--- config.mk ---
export PLATFORM = sky130hd
export DESIGN_NAME = seg7_scan_decoder_flat
export DESIGN_NICKNAME = d
export VERILOG_FILES = /design/src/rtl/seg7_pkg.sv /design/src/rtl/seg7_scan_decoder_if.sv /design/src/rtl/seg7_pattern_decode.sv /design/src/rtl/seg7_scan_decoder.sv /design/src/flat_wrapper.sv
export SDC_FILE = /design/constraint.sdc
export NUM_CORES = 1
export LEC_CHECK = 0
export BUFFER_PORTS_ARGS = -buffer_cell sky130_fd_sc_hd__clkbuf_2
export CORE_ASPECT_RATIO = 1.5
export CORE_MARGIN = 5
export CORE_UTILIZATION = 28
export CTS_CLUSTER_SIZE = 16
export DETAILED_ROUTE_END_ITERATION = 10
export GPL_TIMING_DRIVEN = 0
export PLACE_DENSITY = 0.53
export SYNTH_ARGS = -nofsm -noshare
export SYNTH_HDL_FRONTEND = slang
export SYNTH_SLANG_ARGS = --single-unit
--- constraint.sdc ---
create_clock -name clk -period 4.35 [get_ports clk]
set_input_delay 0.6525 -clock clk [delete_from_list [all_inputs] [get_ports clk]]
set_output_delay 0.6525 -clock clk [all_outputs]
set_load 0.01 [all_outputs]
--- src/rtl/seg7_pkg.sv ---
// seg7_pkg: shared seven-segment patterns and types for display encoder and decoder
package seg7_pkg;
  typedef logic [6:0] seg_t;
  typedef logic [3:0] nibble_t;
  localparam int N_DIGITS = 4;
  localparam seg_t SEG_0 = 7'b1000000;
  localparam seg_t SEG_1 = 7'b1111001;
  localparam seg_t SEG_2 = 7'b0100100;
  localparam seg_t SEG_3 = 7'b0110000;
  localparam seg_t SEG_4 = 7'b0011001;
  localparam seg_t SEG_5 = 7'b0010010;
  localparam seg_t SEG_6 = 7'b0000010;
  localparam seg_t SEG_7 = 7'b1111000;
  localparam seg_t SEG_8 = 7'b0000000;
  localparam seg_t SEG_9 = 7'b0010000;
  localparam seg_t SEG_A = 7'b0111111;
  localparam seg_t SEG_B = 7'b1111111;
  localparam seg_t SEG_C = 7'b1110111;
  localparam seg_t SEG_BLANK = 7'b1111111;
endpackage

--- src/rtl/seg7_scan_decoder_if.sv ---
// seg7_scan_decoder_if: multiplexed seven-segment display pins
interface seg7_scan_decoder_if;
  logic [6:0] a_to_g;
  logic [3:0] an;
  logic dp;
  modport master (output a_to_g, an, dp);
  modport slave (input a_to_g, an, dp);
endinterface

--- src/rtl/seg7_pattern_decode.sv ---
// seg7_pattern_decode: maps an active-low segment pattern back to its nibble
module seg7_pattern_decode
  import seg7_pkg::*;
(
  input  seg_t    seg,
  output nibble_t nib,
  output logic    known
);
  // D..F are displayed as 8, so the all-on pattern decodes to 8
  always_comb begin
    nib = 4'h0;
    known = 1'b1;
    case (seg)
      SEG_0: nib = 4'h0;
      SEG_1: nib = 4'h1;
      SEG_2: nib = 4'h2;
      SEG_3: nib = 4'h3;
      SEG_4: nib = 4'h4;
      SEG_5: nib = 4'h5;
      SEG_6: nib = 4'h6;
      SEG_7: nib = 4'h7;
      SEG_8: nib = 4'h8;
      SEG_9: nib = 4'h9;
      SEG_A: nib = 4'hA;
      SEG_B: nib = 4'hB;
      SEG_C: nib = 4'hC;
      default: known = 1'b0;
    endcase
  end
endmodule

--- src/rtl/seg7_scan_decoder.sv ---
// seg7_scan_decoder: samples scanned display pins and reassembles the shown 16-bit value
module seg7_scan_decoder
  import seg7_pkg::*;
#(
  parameter int SETTLE_CYCLES = 4,
  parameter int TIMEOUT_CYCLES = 2**21
) (
  input  logic                 clk,
  input  logic                 rst_i,
  seg7_scan_decoder_if.slave   pins,
  output logic [15:0]          x_o,
  output logic                 valid_o,
  output logic                 frame_err_o,
  output logic                 an_err_o,
  output logic                 stale_o
);
  localparam int TW = $clog2(TIMEOUT_CYCLES);
  logic [3:0] an_r, an_p, seen, seen_n, cap_mask;
  seg_t seg_r, seg_p;
  logic dp_unused_r;
  logic [7:0] cnt;
  logic [TW-1:0] tcnt, tcnt_n;
  logic [15:0] slots, slots_n;
  logic err, err_n, chg, settled, done, tout, known;
  nibble_t nib;
  seg7_pattern_decode u_dec (.seg(seg_r), .nib(nib), .known(known));
  // a change seen this cycle means the counter is stale for the new pins
  always_comb begin
    chg = (an_r != an_p) || (seg_r != seg_p);
    settled = !chg && cnt == 8'(SETTLE_CYCLES - 1);
    cap_mask = (settled && an_r != 4'hF && $onehot(~an_r)) ? ~an_r : 4'h0;
    slots_n = slots;
    for (int k = 0; k < N_DIGITS; k++)
      if (cap_mask[k]) slots_n[4*k +: 4] = nib;
    seen_n = seen | cap_mask;
    err_n = err | ((|cap_mask) && !known);
    done = seen_n == 4'hF;
    tcnt_n = tcnt + 1'b1;
    tout = tcnt_n == TW'(TIMEOUT_CYCLES - 1);
  end
  always_ff @(posedge clk) begin
    if (rst_i) begin
      an_r <= 4'hF;
      an_p <= 4'hF;
      seg_r <= 7'h7F;
      seg_p <= 7'h7F;
      dp_unused_r <= 1'b0;
      cnt <= 8'd0;
      slots <= 16'h0;
      seen <= 4'h0;
      err <= 1'b0;
      tcnt <= '0;
      x_o <= 16'h0;
      valid_o <= 1'b0;
      frame_err_o <= 1'b0;
      an_err_o <= 1'b0;
      stale_o <= 1'b0;
    end else begin
      an_r <= pins.an;
      seg_r <= pins.a_to_g;
      dp_unused_r <= pins.dp;
      an_p <= an_r;
      seg_p <= seg_r;
      cnt <= chg ? 8'd0 : (cnt == 8'(SETTLE_CYCLES) ? cnt : cnt + 8'd1);
      slots <= slots_n;
      an_err_o <= settled && $countones(~an_r) > 1;
      valid_o <= done;
      frame_err_o <= done && err_n;
      if (done) begin
        x_o <= slots_n;
        seen <= 4'h0;
        err <= 1'b0;
        tcnt <= '0;
        stale_o <= 1'b0;
      end else if (tout) begin
        seen <= 4'h0;
        err <= 1'b0;
        tcnt <= '0;
        stale_o <= 1'b1;
      end else begin
        seen <= seen_n;
        err <= err_n;
        tcnt <= tcnt_n;
      end
    end
  end
endmodule

--- src/flat_wrapper.sv ---
// flat-port wrapper written by rule: the top's interface ports become plain ports
module seg7_scan_decoder_flat import seg7_pkg::*;
#(
  parameter int SETTLE_CYCLES = 4,
  parameter int TIMEOUT_CYCLES = 2**21
)
  (clk, rst_i, x_o, valid_o, frame_err_o, an_err_o, stale_o, pins_a_to_g, pins_an, pins_dp);
  seg7_scan_decoder_if pins_i ();
  input  logic clk;
  input  logic rst_i;
  output logic [15:0] x_o;
  output logic valid_o;
  output logic frame_err_o;
  output logic an_err_o;
  output logic stale_o;
  input wire logic [$bits(pins_i.a_to_g)-1:0] pins_a_to_g;
  input wire logic [$bits(pins_i.an)-1:0] pins_an;
  input wire logic [$bits(pins_i.dp)-1:0] pins_dp;
  assign pins_i.a_to_g = pins_a_to_g;
  assign pins_i.an = pins_an;
  assign pins_i.dp = pins_dp;
  seg7_scan_decoder #(.SETTLE_CYCLES(SETTLE_CYCLES), .TIMEOUT_CYCLES(TIMEOUT_CYCLES)) u_core (.clk(clk), .rst_i(rst_i), .pins(pins_i), .x_o(x_o), .valid_o(valid_o), .frame_err_o(frame_err_o), .an_err_o(an_err_o), .stale_o(stale_o));
endmodule
==> results.ini, run 1 <==
[outcome]
run_status=complete, no violations

[clock_tree]
clk_pin_slew_ps=60
clk-insertion-delay-late_ps=350
tritoncts.num_buffers=9
tritoncts_clock_tree=built
post-cts-setup-buffer-count=0
clock_sink_count=92
ctsRootBufferMaster=sky130_fd_sc_hd__clkbuf_16
h-tree-depth=3
cts_max_path_buffers=2

[timing]
tightestPinTransition_ps=810
layout_min_cycle_time_ps=4050
total_setup_violations_reported_at_the_end_of_the_flow=0
timing_max_transition_violations_final=0
final_report_hold_violation_count=0
final.period_utilization_pct=93.1
max_slew_margin_pct=45.3
finalClockSkew_ps=9.66
maxClockFrequency_mhz=247
finalHoldWorstSlack_ps=474
rsz0062_at_grt=no

[critical_path]
worst_path_buffer_plus_inverter_count=3
family_with_the_most_delay_on_the_worst_path=simple AND/OR/NAND/NOR gates
critical-path-slowest-cell=sky130_fd_sc_hd__or4_1
data_required_time_at_the_worst_endpoint_ps=4580
crit_path_start_kind=flip-flop
timing.critical_path.cells=inv_1 -> ha_1 -> ha_1 -> fa_1 -> nor3b_2 -> nand4_1 -> nor4_4 -> nor2_2 -> or4_1 -> buf_2 -> buf_6 -> mux2_4
timing.critical_path.mode_cell=sky130_fd_sc_hd__ha_1
timing_worst_setup_path_type=reg -> reg
cpPeakStageDelay_ps=540
critPathMaxFanout=10
critical_path.endpoint_type=flip-flop
critical_path_arrival_ps=4280

[routing]
drt_pre_antenna_iters=4
routed-via-count=3192
viasPerCell=4.71
drtIter0Drc=119
route.antenna.remaining_nets=0
drcViolationCount=0
routed_wl_mm=9.31
routedWlPerCell_um=13.8

[final_layout]
fraction_of_layout_cells_with_a_size_suffix_above_1_pct=20.7
synthToLayoutAreaGrowth_pct=17.2
count_of_antenna_diodes_in_the_layout=0
fillers=1607
layout_cell_area_excl_fill_sq_um=4970
final_nets=497

[synth]
synth-warning-count=0
netlist.top_cell.by_area=sky130_fd_sc_hd__dfxtp_1
synth_most_common_cell=sky130_fd_sc_hd__dfxtp_1
postSynthNetCount=454
synthesis.area_sq_um=4240
synth.cells.most_frequent=92 x sky130_fd_sc_hd__dfxtp_1, 31 x sky130_fd_sc_hd__nor2_1, 27 x sky130_fd_sc_hd__nor3_1
ys_seq_elements=92
top_area_cell_type_share_of_the_netlist_area_pct=43.5
synth_edf_count=0
post_synth_inst_count=430
ys_seq_area_share_pct=43.5
netlist-cell-type-count=56
syn_area_per_cell_sq_um=9.86
ys_async_sr_fraction_pct=0
synth_ff_type=sky130_fd_sc_hd__dfxtp_1
yosys-top-cells-area=sky130_fd_sc_hd__dfxtp_1 43%, sky130_fd_sc_hd__xor2_1 4.1%, sky130_fd_sc_hd__mux2i_1 4.0%

[grt]
first_global_vias=3225
gr-usage-all-layers_pct=10.8
grt_start_max_net_pins=17
grt_antenna_before_repair=0
global_route.overflow_total=0
wire_length_of_the_first_global_routing_pass_mm=15.5

[floorplan]
die_outline_area_sq_um=17700
std_cell_rows=55
floorplan.io_pins=34
die_w_um=110
start_util_pct=28.2
coreArea_sq_um=15000
die_y_um=161

[run]
cap_viol_max_count=0

[placement]
placedInstanceArea_sq_um=4650
sum_of_net_half_perimeters_after_detailed_placement_mm=7.02
numPortBuffers=32
gpl.final_weighted_congestion=0.819

[power]
vdd_ir_drop_max_mv=0.169
cellPowerDensity_nw_per_um2=355
leakagePower_nw=1.90

[worst_hold_path]
holdCritPathClass=reg -> reg

[layout by cell type, fill, tap and decap left out, types with 9 or more instances in the layout]
cell                        count
sky130_fd_sc_hd__a21oi_1        9
sky130_fd_sc_hd__clkbuf_1      14
sky130_fd_sc_hd__clkbuf_16      9
sky130_fd_sc_hd__clkbuf_2      33
sky130_fd_sc_hd__dfxtp_1       92
sky130_fd_sc_hd__ha_1           9
sky130_fd_sc_hd__inv_1          9
sky130_fd_sc_hd__mux2i_1       17
sky130_fd_sc_hd__nand2_1       15
sky130_fd_sc_hd__nand3_1       17
sky130_fd_sc_hd__nand4_1       18
sky130_fd_sc_hd__nor2_1        31
sky130_fd_sc_hd__nor2b_1       16
sky130_fd_sc_hd__nor3_1        27
sky130_fd_sc_hd__or2_2         17
sky130_fd_sc_hd__xnor2_1       17
sky130_fd_sc_hd__xor2_1        20
[report_power, final]
group	total, mW	leakage, nW	internal, mW	switching [mW]
registers	0.864	0.747	0.854	0.0103
logic	0.110	1.01	0.0410	0.0690
clock network	0.788	0.142	0.448	0.340
[area by class of cell]
class                   instances  area (sq um)  share of cell area (%)
inverters                      10          37.5                   0.756
multi-input cells             303          2260                    45.6
clock buffers                   9           225                    4.54
well taps                     199           249                    5.01
clock inverters                 7          76.3                    1.54
plain buffers                  25           113                    2.27
flip-flops and latches         92          1840                    37.1
repair buffers                 32           160                    3.23
[kinds of logic (layout without fill, tap and decap cells)]
group                    count (synthesis)  count (layout)  synth area share [%]
multiplexers                            33              33                  8.98
AO/OA/AOI/OAI                           31              31                  5.05
AND/OR/NAND/NOR                        191             191                  27.8
buffers and inverters                   35              83                  3.51
flip-flops                              92              92                  43.5
XOR/XNOR                                38              38                  8.03
adder cells (fa/ha/maj)                 10              10                  3.13
[worst register-to-register path: cells and delay by family (launching register included)]
family | cells | cell delay [ps]
buf+inv | 3 | 510
flops | 1 | 440
fa+ha+maj | 3 | 990
simple gates | 5 | 1700
mux | 1 | 300
[state kept, by name, summed over array words and instances (netlist names)]
register / count
u_core.tcnt: 21
u_core.seg_r: 7
u_core.an_p: 4
u_core.err: 1
u_core.cnt: 8
u_core.seen: 4
u_core.an_r: 4
u_core.stale_o: 1
u_core.x_o: 16
u_core.frame_err_o: 1
u_core.an_err_o: 1
u_core.slots: 16
u_core.seg_p: 7
u_core.valid_o: 1
[what timing repair did]
| action | in CTS | in global routing |
|---|---|---|
| hold buffers | 0 | 0 |
| cloned | 0 | 0 |
| setup endpoints to repair | 20 | 28 |
| resized for setup | 1 | 3 |
[routing by layer]
| layer | GRT usage [%] | vias to the layer above | wire (um) |
|---|---|---|---|
| met4 | 5.49 | 0 | 266 |
| li1 | - | 1604 | - |
| met1 | 10.9 | 1535 | 3700 |
| met3 | 2.00 | 16 | 208 |
| met2 | 20.7 | 37 | 5140 |
| met5 | 0 | - | 0 |
[per-stage QoR]
stage               setup WS [ps]  util, %  TNS (ps)  cells  total power [mW]
global placement             24.3     31.0         0    661             0.990
floorplan                     679        -         0    430             0.962
finish                        300     33.1         0    677              1.76
CTS                          69.1     33.1         0    677              1.79
global route                  128     33.1         0    677              1.83
detailed placement           -114     31.0     -1370    661             0.993
[final timing paths]
path                                startpoint             end  slack (ps)  cells after the start
worst min-delay path            u_core.stale_o  u_core.stale_o         470                      1
worst max register to register  u_core.an_r[2]  u_core.x_o[14]         300                     12
worst max-delay path            u_core.an_r[2]  u_core.x_o[14]         300                     12
worst min register to register  u_core.stale_o  u_core.stale_o         470                      1
(Power assumes the default switching activity.)
==> inputs of run 2 (changes only) <==
- PLACE_DENSITY: 0.53 -> 0.55
- clock period: 4.35 -> 3.7 ns (I/O delays scaled with it)
==> run 2 against run 1 <==
Non-clock buffer count up 4. Core utilization rose by 0.63 points. Register-to-register slack worse by 130 ps. Via count about the same. Cell count is 0.59% higher. Count of clock-buffer cells in the layout did not move. Setup slack got worse by 130 ps.
==> results.ini, run 2 (same netlist as run 1, synthesis figures left out) <==
[final_layout]
number_of_flip_flops_in_the_largest_register=21  ; unchanged
most_frequent_standard_cell_in_the_layout_excluding_fill_and_tap_cells=sky130_fd_sc_hd__dfxtp_1
synthToLayoutAreaGrowth_pct=19.4
registers.top_by_ff_count=u_core.tcnt
layoutNonFillerInstCount=681  ; +0.59%
final_nets=501  ; +0.80%
fraction_of_layout_cells_with_a_size_suffix_above_1_pct=22.8  ; +2.1 points
count_of_antenna_diodes_in_the_layout=0  ; unchanged
reg_top3=u_core.tcnt x21, u_core.slots x16, u_core.x_o x16
mostFrequentLayoutCells=88 x sky130_fd_sc_hd__dfxtp_1, 34 x sky130_fd_sc_hd__clkbuf_2, 30 x sky130_fd_sc_hd__nor2_1

[placement]
numPortBuffers=32  ; unchanged
gpl.final_weighted_congestion=0.829  ; +1.2%
numPlacedInstances=661  ; unchanged
sum_of_net_half_perimeters_after_detailed_placement_mm=6.80  ; -3.1%
place_worst_setup_slack_ps=-733  ; -619 ps

[routing]
routed-via-count=3193  ; +0.031%
routed_wl_mm=9.06  ; -2.7%
viasPerCell=4.69  ; -0.56%
routedWlPerCell_um=13.3  ; -3.3%
drtIter0Drc=136  ; +14%
route.antenna.remaining_nets=0  ; unchanged
drcViolationCount=0  ; unchanged
drt_pre_antenna_iters=4  ; unchanged

[critical_path]
timing_worst_setup_path_type=reg -> reg
timing.critical_path.cells=inv_1 -> ha_1 -> ha_1 -> fa_2 -> nor3b_4 -> nand4_1 -> nor4_4 -> nor2_2 -> or4_1 -> buf_4 -> buf_6 -> mux2_4
data_required_time_at_the_worst_endpoint_ps=3940  ; -640 ps
critPathMaxFanout=10  ; unchanged
critical_path.endpoint_type=flip-flop
timing.critical_path.mode_cell=sky130_fd_sc_hd__ha_1
critical-path-slowest-cell=sky130_fd_sc_hd__or4_1
reg2reg_end=u_core.x_o[12]
crit_path_start_kind=flip-flop
critical_path_arrival_ps=3770  ; -510 ps
cpPeakStageDelay_ps=530  ; about the same
rr_startpoint=u_core.an_r[0]
worst_path_buffer_plus_inverter_count=3  ; unchanged
family_with_the_most_delay_on_the_worst_path=simple AND/OR/NAND/NOR gates
worstRegToRegCells=12  ; unchanged
reg2reg_setup_slack_ps=170  ; -130 ps

[timing]
final_report_hold_violation_count=0  ; unchanged
finalClockSkew_ps=11.8  ; +2.12 ps
timing_max_transition_violations_final=0  ; unchanged
maxClockFrequency_mhz=283  ; +15%
final_critical_path_setup_slack_ps=168  ; -132 ps
max_slew_margin_pct=40.2  ; -5.1 points
rsz0062_at_grt=no
accumulated_negative_setup_slack_ps=0  ; unchanged
tightestPinTransition_ps=890  ; +79.7 ps
final.period_utilization_pct=95.5  ; +2.4 points
total_setup_violations_reported_at_the_end_of_the_flow=0  ; unchanged
layout_min_cycle_time_ps=3530  ; -518 ps

[floorplan]
start_util_pct=28.2  ; unchanged
die_outline_area_sq_um=17700  ; unchanged
die_y_um=161  ; unchanged
floorplan.io_pins=34  ; unchanged
std_cell_rows=55  ; unchanged
coreArea_sq_um=15000  ; unchanged
die_w_um=110  ; unchanged

[grt]
grt_start_max_net_pins=19  ; +2
first_global_vias=3196  ; -0.90%
globalRouteMet1Util_pct=11.7  ; +0.75 points
gr-usage-met3_pct=2.98  ; +0.98 points
gr-usage-all-layers_pct=10.7  ; -0.051 points
met2_usage_pct=19.5  ; -1.2 points
global_route.overflow_total=0  ; unchanged
wire_length_of_the_first_global_routing_pass_mm=15.6  ; +0.53%
gr-max-usage-layer=met2
grt_antenna_before_repair=0  ; unchanged

[worst_hold_path]
whs_path_depth=2  ; +1
worstHoldEndpoint=u_core.seg_r[3]
holdCritPathClass=in -> reg
worst_hold_startpoint=pins_a_to_g[3]

[run]
cap_viol_max_count=0  ; unchanged

[clock_tree]
h-tree-depth=3  ; unchanged
tritoncts.num_buffers=9  ; unchanged
tritoncts_clock_tree=built
cts_max_path_buffers=2  ; unchanged
clk_pin_slew_ps=70  ; about the same
clock_sink_count=92  ; unchanged
cts_hold_buf=0  ; unchanged
ctsRootBufferMaster=sky130_fd_sc_hd__clkbuf_16
clk-insertion-delay-late_ps=350  ; about the same

[power]
cellPowerDensity_nw_per_um2=430  ; +21%
vdd_ir_drop_max_mv=0.219  ; +30%
leakagePower_nw=1.95  ; +2.8%

[outcome]
run_status=complete, no violations

==> run 2: changes by cell type in the layout (fill, tap and decap cells not counted), sizes merged <==
| cell | before | now |
|---|---|---|
| buf | 10 | 14 |
| inv | 10 | 14 |
| clkinv | 4 | 1 |
| clkinvlp | 2 | 0 |
| bufinv | 1 | 2 |
==> run 2: timing repair <==
action,CTS,global route
endpoints found under the hold margin,0,0
buffers inserted,4,0
gates resized for setup,12,3
setup endpoints to repair,44,30
pin swaps,7,6
==> run 2: layout make-up <==
cell class / instances / area [sq um]
fill: 1576 / 9940
multi-input combinational: 303 / 2280
sequential: 92 / 1850
tap: 199 / 249
clock buffer: 9 / 225
timing repair buffer: 36 / 190
buffer: 25 / 116
clock inverter: 7 / 111
inverter: 10 / 37.5
==> run 2: power by group <==
| group | internal (mW) | switching [mW] |
|---|---|---|
| Combinational | 0.0512 | 0.0810 |
| Sequential | 1.00 | 0.0121 |
| Clock | 0.611 | 0.417 |
==> run 2: worst max path at each step <==
stage,depth (start not counted),from,end
4_1_cts,12,u_core.an_r[0],u_core.x_o[12]
3_3_place_gp,11,u_core.an_r[2],u_core.tcnt[17]
5_1_grt,12,u_core.an_r[0],u_core.x_o[12]
6_report,12,u_core.an_r[0],u_core.x_o[12]
2_1_floorplan,12,u_core.an_r[2],u_core.x_o[10]
3_5_place_dp,11,u_core.an_r[2],u_core.tcnt[7]
==> run 2: per-stage QoR <==
step / hold slack (ps) / utilization, % / power [mW] / instance area, sq um
after floorplan: 455 / - / 1.13 / 4240
after global placement: 458 / 31.0 / 1.16 / 4650
after detailed placement: 465 / 31.0 / 1.17 / 4650
after CTS: 371 / 33.7 / 2.21 / 5050
after global routing: 375 / 33.7 / 2.28 / 5060
final: 388 / 33.7 / 2.18 / 5060
==> run 2: layer usage <==
| layer | vias to the layer above | share of wire, % |
|---|---|---|
| met4 | 0 | 2.5 |
| met2 | 37 | 53 |
| met5 | - | 0 |
| li1 | 1609 | - |
| met3 | 16 | 2.5 |
| met1 | 1531 | 42 |
==> inputs of run 3 (changes only) <==
- RECOVER_POWER: default -> 100
==> run 3 against run 2 <==
Total power barely moved. Clock skew barely moved. Sequential power is essentially flat. Final area decreased by 1.5%. Count of clock-buffer cells in the layout did not move. First-iteration DRC count down 12%. Sequential share of layout area increased by 0.54 points. Critical path depth unchanged. Setup slack improved by 4.4 ps. Flip-flop and latch count unchanged. Critical path type unchanged. Critical endpoint unchanged. Largest cell class unchanged.
==> results.ini, run 3 (same netlist as run 1, synthesis figures left out) <==
[timing]
final.period_utilization_pct=95.3  ; -0.12 points
rsz0062_at_grt=no
layout_min_cycle_time_ps=3530  ; -4.45 ps
max_slew_margin_pct=38.0  ; -2.2 points
accumulated_negative_setup_slack_ps=0  ; unchanged
total_setup_violations_reported_at_the_end_of_the_flow=0  ; unchanged
tightestPinTransition_ps=918  ; +28.7 ps
timing_max_transition_violations_final=0  ; unchanged
finalClockSkew_ps=12.1  ; +0.323 ps
final_report_hold_violation_count=0  ; unchanged
maxClockFrequency_mhz=283  ; +0.13%

[placement]
numPortBuffers=32  ; unchanged
sum_of_net_half_perimeters_after_detailed_placement_mm=6.80  ; unchanged
gpl.final_weighted_congestion=0.829  ; unchanged

[grt]
grt_start_max_net_pins=19  ; unchanged
grt_antenna_before_repair=0  ; unchanged
first_global_vias=3196  ; unchanged
gr-usage-all-layers_pct=10.7  ; unchanged
global_route.overflow_total=0  ; unchanged
wire_length_of_the_first_global_routing_pass_mm=15.6  ; unchanged

[clock_tree]
clock_sink_count=92  ; unchanged
clk-insertion-delay-late_ps=350  ; about the same
tritoncts_clock_tree=built
ctsRootBufferMaster=sky130_fd_sc_hd__clkbuf_16
tritoncts.num_buffers=9  ; unchanged
cts_hold_buf=0  ; unchanged
clk_pin_slew_ps=70  ; about the same
cts_max_path_buffers=2  ; unchanged
h-tree-depth=3  ; unchanged

[final_layout]
final_nets=501  ; unchanged
synthToLayoutAreaGrowth_pct=17.7
registers.top_by_ff_count=u_core.tcnt
most_frequent_standard_cell_in_the_layout_excluding_fill_and_tap_cells=sky130_fd_sc_hd__dfxtp_1
count_of_antenna_diodes_in_the_layout=0  ; unchanged
reg_top3=u_core.tcnt x21, u_core.slots x16, u_core.x_o x16
multiInputGateArea_sq_um=2250  ; -1.4%
layout.area.seq_sq_um=1850  ; unchanged
fraction_of_layout_cells_with_a_size_suffix_above_1_pct=16.0  ; -6.8 points
mostFrequentLayoutCells=88 x sky130_fd_sc_hd__dfxtp_1, 38 x sky130_fd_sc_hd__clkbuf_1, 30 x sky130_fd_sc_hd__nor2_1
number_of_flip_flops_in_the_largest_register=21  ; unchanged
fillers=1600  ; +1.5%

[routing]
viasPerCell=4.69  ; about the same
routed_wl_mm=9.06  ; unchanged
drt_pre_antenna_iters=4  ; unchanged
drtIter0Drc=120  ; -12%
routed-via-count=3196  ; +0.094%
route.antenna.remaining_nets=0  ; unchanged
drcViolationCount=0  ; unchanged
routedWlPerCell_um=13.3  ; unchanged

[critical_path]
critPathMaxFanout=10  ; unchanged
reg2reg_setup_slack_ps=170  ; about the same
cpPeakStageDelay_ps=530  ; about the same
worstRegToRegCells=12  ; unchanged
data_required_time_at_the_worst_endpoint_ps=3940  ; about the same
critical-path-slowest-cell=sky130_fd_sc_hd__or4_1
crit_path_start_kind=flip-flop
timing.critical_path.cells=inv_1 -> ha_1 -> ha_1 -> fa_2 -> nor3b_4 -> nand4_1 -> nor4_4 -> nor2_2 -> or4_1 -> buf_4 -> buf_6 -> mux2_1
timing_worst_setup_path_type=reg -> reg
critical_path.endpoint_type=flip-flop
timing.critical_path.mode_cell=sky130_fd_sc_hd__ha_1
critical_path_arrival_ps=3770  ; about the same

[power]
total_power_mw=2.17  ; about the same
vdd_ir_drop_max_mv=0.219  ; about the same
leakagePower_nw=1.84  ; -5.8%
cellPowerDensity_nw_per_um2=436  ; +1.4%

[floorplan]
std_cell_rows=55  ; unchanged
floorplan.io_pins=34  ; unchanged
coreArea_sq_um=15000  ; unchanged
start_util_pct=28.2  ; unchanged
die_y_um=161  ; unchanged
die_w_um=110  ; unchanged
die_outline_area_sq_um=17700  ; unchanged

[run]
cap_viol_max_count=0  ; unchanged

[worst_hold_path]
whs_path_depth=2  ; unchanged
holdCritPathClass=in -> reg

[outcome]
run_status=complete, no violations

-- run 3: cell types whose count changed in the layout (fill, tap and decap cells not counted), sizes merged --
| cell | change |
|---|---|
| clkbuf | +6 |
| buf | -6 |
-- run 3: metal layers --
metal,track usage (%),vias to the layer above,part of all wire (%),routed length [um]
met3,2.98,16,2.5,229
met2,19.5,48,53,4830
met1,11.7,1525,42,3770
met4,4.31,0,2.5,229
li1,-,1607,-,-
met5,0,-,0,0
-- run 3: worst paths after layout --
path	startpoint	end
setup reg to reg	u_core.an_r[0]	u_core.x_o[12]
setup / recovery	u_core.an_r[0]	u_core.x_o[12]
hold reg to reg	u_core.stale_o	u_core.stale_o
hold / removal	pins_a_to_g[3]	u_core.seg_r[3]
-- run 3: critical path: cells and delay by family, from the launching register on --
family                   cells  cell delay, ps
AND/OR/NAND/NOR              5            1340
multiplexers                 1             320
flip-flops                   1             390
adder cells (fa/ha/maj)      3             940
buffers and inverters        3             430
-- run 3: power breakdown --
group          switching (mW)  internal [mW]
registers              0.0123           1.00
clock network           0.417          0.611
logic                  0.0803         0.0505
total                   0.510           1.66
-- run 3: cell type report --
type	count	area share, %
buffer	25	2.33
clock buffer	9	4.52
clock inverter	7	2.23
inverter	10	0.753
multi-input combinational	303	45.1
sequential	92	37.1
tap	199	4.99
timing repair buffer	36	2.99
-- run 3: what timing repair did --
action / in CTS / in global routing
pin swaps: 7 / 6
setup buffers: 4 / 0
resized for setup: 12 / 3
setup endpoints to repair: 44 / 30
-- run 3: stage by stage --
stage               instance area (sq um)  hold WS [ps]  instances  util (%)  setup WS [ps]
floorplan                            4240           455        430         -           28.9
global placement                     4650           458        661      31.0           -630
detailed placement                   4650           465        661      31.0           -733
CTS                                  5050           371        681      33.7           10.8
global route                         4990           375        681      33.2           22.8
finish                               4990           388        681      33.2            172
